[src/rtl/ram_dp_ar.sv]
// Dual-port RAM: synchronous write, asynchronous read.
// Intended for reuse by FIFO variants that need a fall-through read port.
`ifndef RAM_DP_AR_SV
`define RAM_DP_AR_SV
module ram_dp_ar #(
  parameter int DATA_WIDTH = 8,
  parameter int ADDR_WIDTH = 4,
  parameter int DEPTH      = 2**ADDR_WIDTH
) (
  input  logic                  clk,
  input  logic                  we,
  input  logic [ADDR_WIDTH-1:0] waddr,
  input  logic [DATA_WIDTH-1:0] wdata,
  input  logic [ADDR_WIDTH-1:0] raddr,
  output logic [DATA_WIDTH-1:0] rdata
);

  logic [DATA_WIDTH-1:0] mem [DEPTH];

  // NOTE: storage is deliberately not reset; validity is tracked by the pointers,
  // and a reset port on every word would prevent mapping onto RAM primitives.
  always_ff @(posedge clk) begin
    if (we) mem[waddr] <= wdata;
  end

  assign rdata = mem[raddr];

endmodule
`endif

[src/rtl/fifo_sync.sv]
// Single-clock FWFT FIFO with occupancy count, threshold flags, flush and
// sticky overflow/underflow flags. Storage lives in ram_dp_ar.
`ifndef FIFO_SYNC_SV
`define FIFO_SYNC_SV
module fifo_sync #(
  parameter int DATA_WIDTH    = 8,
  parameter int ADDR_WIDTH    = 4,
  parameter int AFULL_THRESH  = (2**ADDR_WIDTH) - 4,
  parameter int AEMPTY_THRESH = 2
) (
  input  logic                  clk,
  input  logic                  rst,
  input  logic                  flush,
  input  logic                  push,
  input  logic [DATA_WIDTH-1:0] push_data,
  output logic                  push_ready,
  input  logic                  pop,
  output logic [DATA_WIDTH-1:0] pop_data,
  output logic                  pop_ready,
  output logic [ADDR_WIDTH:0]   count,
  output logic                  almost_full,
  output logic                  almost_empty,
  output logic                  overflow,
  output logic                  underflow
);

  localparam int DEPTH = 2**ADDR_WIDTH;
  localparam logic [ADDR_WIDTH:0] AF_LEVEL = AFULL_THRESH[ADDR_WIDTH:0];
  localparam logic [ADDR_WIDTH:0] AE_LEVEL = AEMPTY_THRESH[ADDR_WIDTH:0];

  logic [ADDR_WIDTH:0] wr_ptr;
  logic [ADDR_WIDTH:0] rd_ptr;
  logic                full;
  logic                empty;
  logic                push_we;
  logic                pop_rd;
  logic                clear;

  assign empty = (wr_ptr == rd_ptr);
  assign full  = (wr_ptr[ADDR_WIDTH] != rd_ptr[ADDR_WIDTH]) &&
                 (wr_ptr[ADDR_WIDTH-1:0] == rd_ptr[ADDR_WIDTH-1:0]);

  assign push_ready = !full;
  assign pop_ready  = !empty;
  assign push_we    = push && push_ready;
  assign pop_rd     = pop && pop_ready;
  assign clear      = rst || flush;

  assign almost_full  = (count >= AF_LEVEL);
  assign almost_empty = (count <= AE_LEVEL);

  // NOTE: sequential state uses non-blocking assignments only, so every
  // register samples the pre-edge values regardless of statement order.
  always_ff @(posedge clk) begin
    if (clear) begin
      wr_ptr    <= '0;
      rd_ptr    <= '0;
      count     <= '0;
      overflow  <= 1'b0;
      underflow <= 1'b0;
    end else begin
      if (push_we) wr_ptr <= wr_ptr + 1'b1;
      if (pop_rd)  rd_ptr <= rd_ptr + 1'b1;
      case ({push_we, pop_rd})
        2'b10:   count <= count + 1'b1;
        2'b01:   count <= count - 1'b1;
        default: count <= count;
      endcase
      if (push && !push_ready) overflow <= 1'b1;
      // A pop on an empty FIFO that coincides with an accepted push is not an error.
      if (pop && !pop_ready && !push_we) underflow <= 1'b1;
    end
  end

  // Writes are suppressed during flush/reset so a discarded word never lands.
  ram_dp_ar #(
    .DATA_WIDTH (DATA_WIDTH),
    .ADDR_WIDTH (ADDR_WIDTH),
    .DEPTH      (DEPTH)
  ) u_ram (
    .clk   (clk),
    .we    (push_we && !clear),
    .waddr (wr_ptr[ADDR_WIDTH-1:0]),
    .wdata (push_data),
    .raddr (rd_ptr[ADDR_WIDTH-1:0]),
    .rdata (pop_data)
  );

endmodule
`endif

[config.mk]
export PLATFORM = sky130hd
export DESIGN_NAME = fifo_sync
export DESIGN_NICKNAME = d
export VERILOG_FILES = /design/src/rtl/ram_dp_ar.sv /design/src/rtl/fifo_sync.sv
export SDC_FILE = /design/constraint.sdc
export NUM_CORES = 1
export LEC_CHECK = 0
export BUFFER_PORTS_ARGS = -buffer_cell sky130_fd_sc_hd__buf_4
export CAP_MARGIN = 20
export CORE_AREA = 2 2 110 112
export CTS_CLUSTER_SIZE = 30
export DETAILED_ROUTE_END_ITERATION = 6
export DIE_AREA = 0 0 112 114
export PLACE_DENSITY = 0.77
export SYNTH_ARGS = -nofsm -noshare
export SYNTH_HDL_FRONTEND = slang
export SYNTH_SLANG_ARGS = --single-unit
[constraint.sdc]
create_clock -name clk -period 3.7 [get_ports clk]
set_input_delay 0.74 -clock clk [delete_from_list [all_inputs] [get_ports clk]]
set_output_delay 0.74 -clock clk [all_outputs]
set_load 0.02 [all_outputs]
Word-level counts from Yosys, hierarchy flattened --
Memory sizes are Yosys's and may differ from the RTL's. A register that Yosys moved wholly into a read port is not among the register bits. Cells that the tools add are included.
Operators by class: divide/modulo/power cells 0, muxes and demuxes 5, $lt $le $gt $ge 2, shifts and indexed selects 0, multipliers 0, bitwise operators 0, add/subtract/negate cells 4, reduce and logical (&&, ||, !) cells 13, equal/unequal tests 5
Operator list (count):
- $add A5 B1 Y5 const B | 3
- $pmux W5 S2 | 1
- $mux W4 | 2
- $logic_and A1 B1 Y1 | 7
- $eq A5 B5 Y1 | 1
- $ge A5 B4 Y1 const B | 1
- $le A5 B2 Y1 const B | 1
- $sub A5 B1 Y5 const B | 1
- $eq A4 B4 Y1 | 1
- $logic_not A1 Y1 | 4
- $eq A2 B1 Y1 const B | 1
- $eq A2 B2 Y1 const B | 1
- $mux W1 | 2
- $reduce_bool A2 Y1 | 1
- $logic_or A1 B1 Y1 | 1
- $ne A1 B1 Y1 | 1
Word-level totals: bits in registers 17, memories kept 1, bits in writable memories 128, word-level logic and storage cells 35, memory bits (read-only) 0, bits in latches 0, input port bits 13
Memory list:
- u_ram.mem | words 16, bits a word 8, read ports 1, clocked after Yosys merged registers in 1, write ports 1, line ram_dp_ar.sv:18 | logic [DATA_WIDTH-1:0] mem [DEPTH];

Longest topological paths before layout --
Gate-level depths: netlist of run 1.
word-level depth 7, gate-level depth with buffers 14

Modules after synthesis --
From an unflattened synthesis of run 1, not the netlist that was laid out.
Unflattened totals: cell total of the unflattened synthesis 343, area, all modules 6042.0 µm²
Modules (own cells, without submodules):
- ram_dp_ar | instances 1, seq. area each 3843.7 µm², cells an instance 221, area each 4987.3 µm²
- fifo_sync | instances 1, seq. area each 340.3 µm², cells an instance 122, area each 1054.8 µm²

Worst setup path after synthesis of run 1 --
OpenSTA, ideal clock, no wires.
kind register to register, start reg wr_ptr[2], end reg count[4], setup slack 1052 ps, arrival time 2523 ps, period minus slack after synthesis 2648 ps, cell stages (with the launch flop) 15, cells stage by stage dfxtp_1 -> buf_6 -> xnor2_1 -> nand4_4 -> o21ai_2 -> inv_1 -> ha_1 -> clkbuf_1 -> xor2_1 -> ha_1 -> nor2_1 -> o21ai_0 -> mux2i_1 -> a211oi_1 -> nand3b_1
On the way: elaborated cells on any way between the ends 11, classes of those cells eq/ne (4); mux (1); reduce/logical (6)
RTL lines:
- from (decl) | line fifo_sync.sv:31 | logic [ADDR_WIDTH:0] wr_ptr;
- from (signal assigned) | line fifo_sync.sv:62 | if (push_we) wr_ptr <= wr_ptr + 1'b1;
- $eq A5 B5 Y1 * | line fifo_sync.sv:39 | assign empty = (wr_ptr == rd_ptr);
- $logic_not A1 Y1 * | line fifo_sync.sv:44 | assign pop_ready = !empty;
- $logic_and A1 B1 Y1 * | line fifo_sync.sv:46 | assign pop_rd = pop && pop_ready;
- named net pop_rd | line fifo_sync.sv:36 | logic pop_rd;
- $eq A2 B1 Y1 / $eq A2 B2 Y1 (equally long branches) | line fifo_sync.sv:64 | case ({push_we, pop_rd})
- $pmux W5 S2 / $reduce_bool A2 Y1 (equally long branches)
- to (signal assigned) | line fifo_sync.sv:65 | 2'b10: count <= count + 1'b1;
- to (signal assigned) | line fifo_sync.sv:66 | 2'b01: count <= count - 1'b1;
- to (signal assigned) | line fifo_sync.sv:67 | default: count <= count;
- to (decl) | line fifo_sync.sv:20 | output logic [ADDR_WIDTH:0] count,
The timed path passes the listed nets; every way through them passes the cells marked *. A chain may end at the register's enable or synchronous reset.

==> flow_metrics.tcl, run 1 <==
set metrics [dict create \
    multi_input_area_um2 1880 \
    placed_area_um2 6650 \
    hp-class "reg -> reg" \
    syn_area_um2 6260 \
    finalNonFillerCells 542 \
    placedCellCount 510 \
    critPathKind "reg -> out" \
    r2r_end "count[4]" \
    setup_viol 0 \
    rrSetupSlack_ps 760 \
    io_buffers 31 \
    clock_latency_ps 420 \
    crit_path_start_kind "register" \
    setup_tns_ps 0 \
    syn-instance-count 344 \
    postCtsSetupBuffers 0 \
    drc 0 \
    drtIter0Drc 232 \
    hp-start "overflow" \
    met3_length_um 839 \
    antenna_left 0 \
    grt_pass1_wl_mm 19.3 \
    hold_viol 0 \
    vdd_drop_max_v 0.000388 \
    grt_antenna_before_repair 0 \
    grt-ovfl-total 0 \
    detail_route.wl_per_cell_um 22.6 \
    ys_ff_latch 149 \
    num_io_pins 32 \
    finClkSkew_ps 9.95 \
    fin_ws_ps 545 \
    timing.fmax_mhz 317 \
    area_growth_pct 15.3 \
    hold_buffers 0 \
    vias 3263 \
    gp_congestion 0.803 \
    min_to "overflow" \
    grt_pass1_vias 3369 \
    cts_resized 0 \
    synth-seq-area-share_pct 68.1 \
    syn_avg_cell_area_um2 18.2 \
    rows 40 \
    leakagePower_nw 2.34 \
    p_per_area_nw_per_um2 502 \
    layout_min_cycle_time_ps 3160 \
    rsz0062_at_grt "false" \
    status "finished clean" \
    slew_viol_final 0 \
    clock-sinks 149 \
    crit_fanout 9 \
    insertedDiodeCount 0 \
    vias_per_cell 6.02 \
    hold_depth 2 \
    placeableCoreArea_um2 11700 \
    reg2reg_from "wr_ptr[2]" \
    end_kind "output port" \
    fp.dieH_um 114 \
    met1_length_mm 5.02 \
    numCtsBuffers 17 \
    final_nets 403 \
    synth_edf_count 128 \
    cts_tree "yes" \
    synth_ff_type "edfxtp_1" \
    ctsRootBufferMaster "clkbuf_16" \
    stdcell_area_um2 7220 \
    cp_data_arrival_time_ps 2420 \
    drt-pass1-iter-count 4 \
    grt_use_total_pct 20.9 \
    drt_wl_total_mm 12.3 \
    layout_common_cells "edfxtp_1 (128), mux4_2 (40), buf_4 (37)" \
    final-seq-area_um2 4270 \
    drive_above_1_share_pct 30.4 \
    maxSlewHeadroom_pct 51.5 \
    tightest_slew_ps 727 \
    cp.required_ps 2960 \
    dpl_worst_slack_ps 793 \
    cap_violations 0 \
    cts_buffer_depth 2 \
    synth_cell_types 50 \
    synth-async-reset-ratio_pct 0 \
    topRoutingLayerUsed "met4" \
    met2WireLength_mm 6.25 \
    floorplan.initialDensity_pct 53.5 \
    die_x_um 112 \
    syn_nets 365 \
    cts_htree_levels 4 \
    layout_commonest_cell "edfxtp_1" \
    finalCritPeriodShare_pct 85.3 \
    die_area_um2 12800 \
    ys_warn_count 0 \
    r2r_cells 12 \
    clkSlewWorstSetupHoldPaths_ps 60 \
    grt_max_degree 33 \
    dp_hpwl_mm 7.79 \
    nFillCells 836 \
]
## area by class of cell
type | count | share of cell area (%)
Inverter | 6 | 0.312
Tap cell | 147 | 2.55
Clock inverter | 14 | 1.96
Timing Repair Buffer | 38 | 4.12
Clock buffer | 18 | 5.94
Multi-Input combinational cell | 170 | 26.0
Sequential cell | 149 | 59.1
## cells in the mapped netlist, drive strengths merged (6+ instances only)
cell    number  area, um^2
edfxtp     128        3840
mux4        40         901
nor2        23        86.3
dfxtp       21         420
and2        16         100
buf         13        77.6
ha           8         100
xnor2        8        96.4
xor2         8        70.1
clkbuf       6        23.8
inv          6        22.5
mux2i        6        60.1
nand2        6        22.5
## where the power goes
part,switching [mW],internal [mW],leakage (nW)
combinational,0.0774,0.0516,0.754
sequential,0.00715,1.83,1.32
clock,0.715,0.943,0.260
total,0.800,2.82,2.34
## flip-flops by register name (all words and copies together), names as in the netlist, named ones only
register and cells:
overflow 1, u_ram.mem 128, rd_ptr 5, wr_ptr 5, count 5, underflow 1
## worst max path at each step
stage,endpoint,slack (ps),depth (start not counted)
after floorplan,count[4],1050,14
after global placement,u_ram.mem[8][0],950,5
after detailed placement,count[4],790,12
after CTS,pop_data[0],500,4
after global routing,pop_data[0],450,4
final,pop_data[1],540,4
## per-stage QoR
| stage | total power, mW | hold slack, ps | utilization (%) |
|---|---|---|---|
| after global placement | 2.00 | 454 | 56.8 |
| after global routing | 3.73 | 516 | 61.6 |
| after floorplan | 1.95 | 548 | - |
| after CTS | 3.64 | 491 | 61.6 |
| final | 3.62 | 486 | 61.6 |
| after detailed placement | 2.00 | 465 | 56.8 |
## routing by layer
| metal | track usage [%] | vias to the layer above |
|---|---|---|
| met4 | 7.72 | 0 |
| met1 | 27.5 | 1646 |
| met5 | 0 | - |
| li1 | - | 1461 |
| met3 | 5.10 | 17 |
| met2 | 34.4 | 139 |
## cell families after synthesis
family,after synthesis,share of synthesized area (%)
adders and majority gates,8,1.60
muxes,46,15.3
DFF,149,68.1
buffers and inverters,25,1.98
and+or+nand+nor,69,6.14
AOI/OAI and AO/OA,31,4.18
xor gates and xnor gates,16,2.66
## critical path, stage by stage, from the launching register on
cell and delay (ps):
dfxtp_2 530, buf_4 250, mux4_2 520, mux4_2 500, buf_4 180
Note: power is estimated with default switching activity, not from simulation.
==> run 2: changes to the inputs <==
CAP_MARGIN = not set   (was 20)
RECOVER_POWER = 100   (was not set)
==> run 2 against run 1 <==
Against the previous run: clock power about the same; die area unchanged; first-iteration DRC count up 16%; via count up 1.3%; sequential share of layout area up 0.98 points; global-route usage unchanged; worst setup slack worse by 92 ps; worst hold slack worse by 6.6 ps; clock-buffer cell count unchanged; register-to-register slack worse by 190 ps; design area down 1.6%; largest cell class unchanged; highest routed layer unchanged.
==> flow_metrics.tcl, run 2 (synthesized netlist as in run 1, its figures left out) <==
set metrics [dict create \
    grt_antenna_before_repair 0 \
    setup_viol 0 \
    top_register "u_ram.mem" \
    clkSlewWorstSetupHoldPaths_ps 60 \
    hold_depth 2 \
    hold_buffers 0 \
    cts_resized 0 \
    layout_commonest_cell "edfxtp_1" \
    hp-class "reg -> reg" \
    cap_violations 0 \
    drtIter0Drc 268 \
    rsz0062_at_grt "false" \
    grt_use_total_pct 20.9 \
    floorplan.initialDensity_pct 53.5 \
    slew_viol_final 0 \
    gp_congestion 0.803 \
    clock_latency_ps 430 \
    drc 0 \
    cts_buffer_depth 2 \
    finClkSkew_ps 11.2 \
    fp.dieH_um 114 \
    clock-sinks 149 \
    dp_hpwl_mm 7.79 \
    status "finished clean" \
    grt-ovfl-total 0 \
    tightest_slew_ps 907 \
    p_per_area_nw_per_um2 509 \
    cp.required_ps 2960 \
    leakagePower_nw 2.22 \
    drt-pass1-iter-count 4 \
    r2r_end "count[2]" \
    crit_fanout 9 \
    detail_route.wl_per_cell_um 22.8 \
    dpl_worst_slack_ps 793 \
    hold_viol 0 \
    setup_tns_ps 0 \
    postCtsSetupBuffers 0 \
    rrSetupSlack_ps 570 \
    end_kind "output port" \
    num_io_pins 32 \
    min_to "underflow" \
    drive_above_1_share_pct 23.5 \
    largest_register_ffs 128 \
    fin_ws_ps 452 \
    nFillCells 857 \
    cts_htree_levels 4 \
    ctsRootBufferMaster "clkbuf_16" \
    grt_pass1_vias 3369 \
    r2r_cells 10 \
    placeableCoreArea_um2 11700 \
    vdd_drop_max_v 0.000386 \
    critPathKind "reg -> out" \
    die_area_um2 12800 \
    layout_min_cycle_time_ps 3250 \
    reg2reg_from "wr_ptr[2]" \
    timing.fmax_mhz 308 \
    die_x_um 112 \
    maxSlewHeadroom_pct 39.5 \
    cts_tree "yes" \
    layout_common_cells "edfxtp_1 (128), mux4_2 (40), clkbuf_1 (25)" \
    drt_wl_total_mm 12.3 \
    io_buffers 31 \
    hp-start "underflow" \
    grt_pass1_wl_mm 19.3 \
    numCtsBuffers 17 \
    final_nets 403 \
    antenna_left 0 \
    insertedDiodeCount 0 \
    crit_path_start_kind "register" \
    grt_max_degree 33 \
    vias_per_cell 6.10 \
    area_growth_pct 13.4 \
    vias 3305 \
    cp_data_arrival_time_ps 2510 \
    rows 40 \
    finalCritPeriodShare_pct 87.8 \
]
-- run 2: changes by cell type in the layout (fill, tap and decap cells not counted) --
cell,delta
nand4_4,-1
a211oi_2,-1
a211oi_1,+1
clkbuf_1,+24
and2_1,-14
nand4_1,+1
o211ai_1,+1
clkbuf_2,+1
buf_4,-25
o211ai_2,-1
and2_0,+14
-- run 2: layout make-up --
class	instances	area [um^2]	share of cell area (%)
Clock inverter	14	141	1.99
Inverter	6	22.5	0.317
Tap cell	147	184	2.59
Sequential cell	149	4270	60.1
Clock buffer	18	429	6.04
Multi-Input combinational cell	170	1850	26.1
Timing Repair Buffer	38	205	2.89
-- run 2: worst max-delay path by stage --
stage / startpoint / to / slack, ps / depth (start not counted)
3_3_place_gp: flush / u_ram.mem[8][0] / 950 / 5
2_1_floorplan: wr_ptr[2] / count[4] / 1050 / 14
3_5_place_dp: wr_ptr[2] / count[4] / 790 / 12
5_1_grt: wr_ptr[2] / count[2] / 270 / 9
6_report: register / pop_data[5] / 450 / 4
4_1_cts: register / pop_data[0] / 500 / 4
-- run 2: where the power goes --
part | switching (mW) | internal, mW | leakage, nW | total (mW)
Combinational | 0.0770 | 0.0423 | 0.640 | 0.119
Clock | 0.719 | 0.943 | 0.260 | 1.66
Sequential | 0.00713 | 1.83 | 1.32 | 1.84
-- run 2: per-stage QoR --
stage	hold WS (ps)	power, mW	util [%]	cells	cell area, um^2
CTS	491	3.64	61.6	542	7220
finish	479	3.62	60.6	542	7100
floorplan	548	1.95	-	344	6260
detailed placement	465	2.00	56.8	510	6650
global placement	454	2.00	56.8	510	6650
global route	514	3.72	60.6	542	7100
-- run 2: worst max-delay path: stages (launching register included) --
cell and delay, ps:
dfxtp_2 530, clkbuf_2 340, mux4_2 550, mux4_2 470
clkbuf_1 190
-- run 2: layer usage --
layer | global-route usage [%] | part of all wire [%] | vias to the layer above | wire length (um)
met5 | 0 | 0 | - | 0
met4 | 7.72 | 1.4 | 0 | 173
met3 | 5.10 | 5.9 | 19 | 732
met2 | 34.4 | 50 | 122 | 6180
met1 | 27.5 | 43 | 1701 | 5250
li1 | - | - | 1463 | -
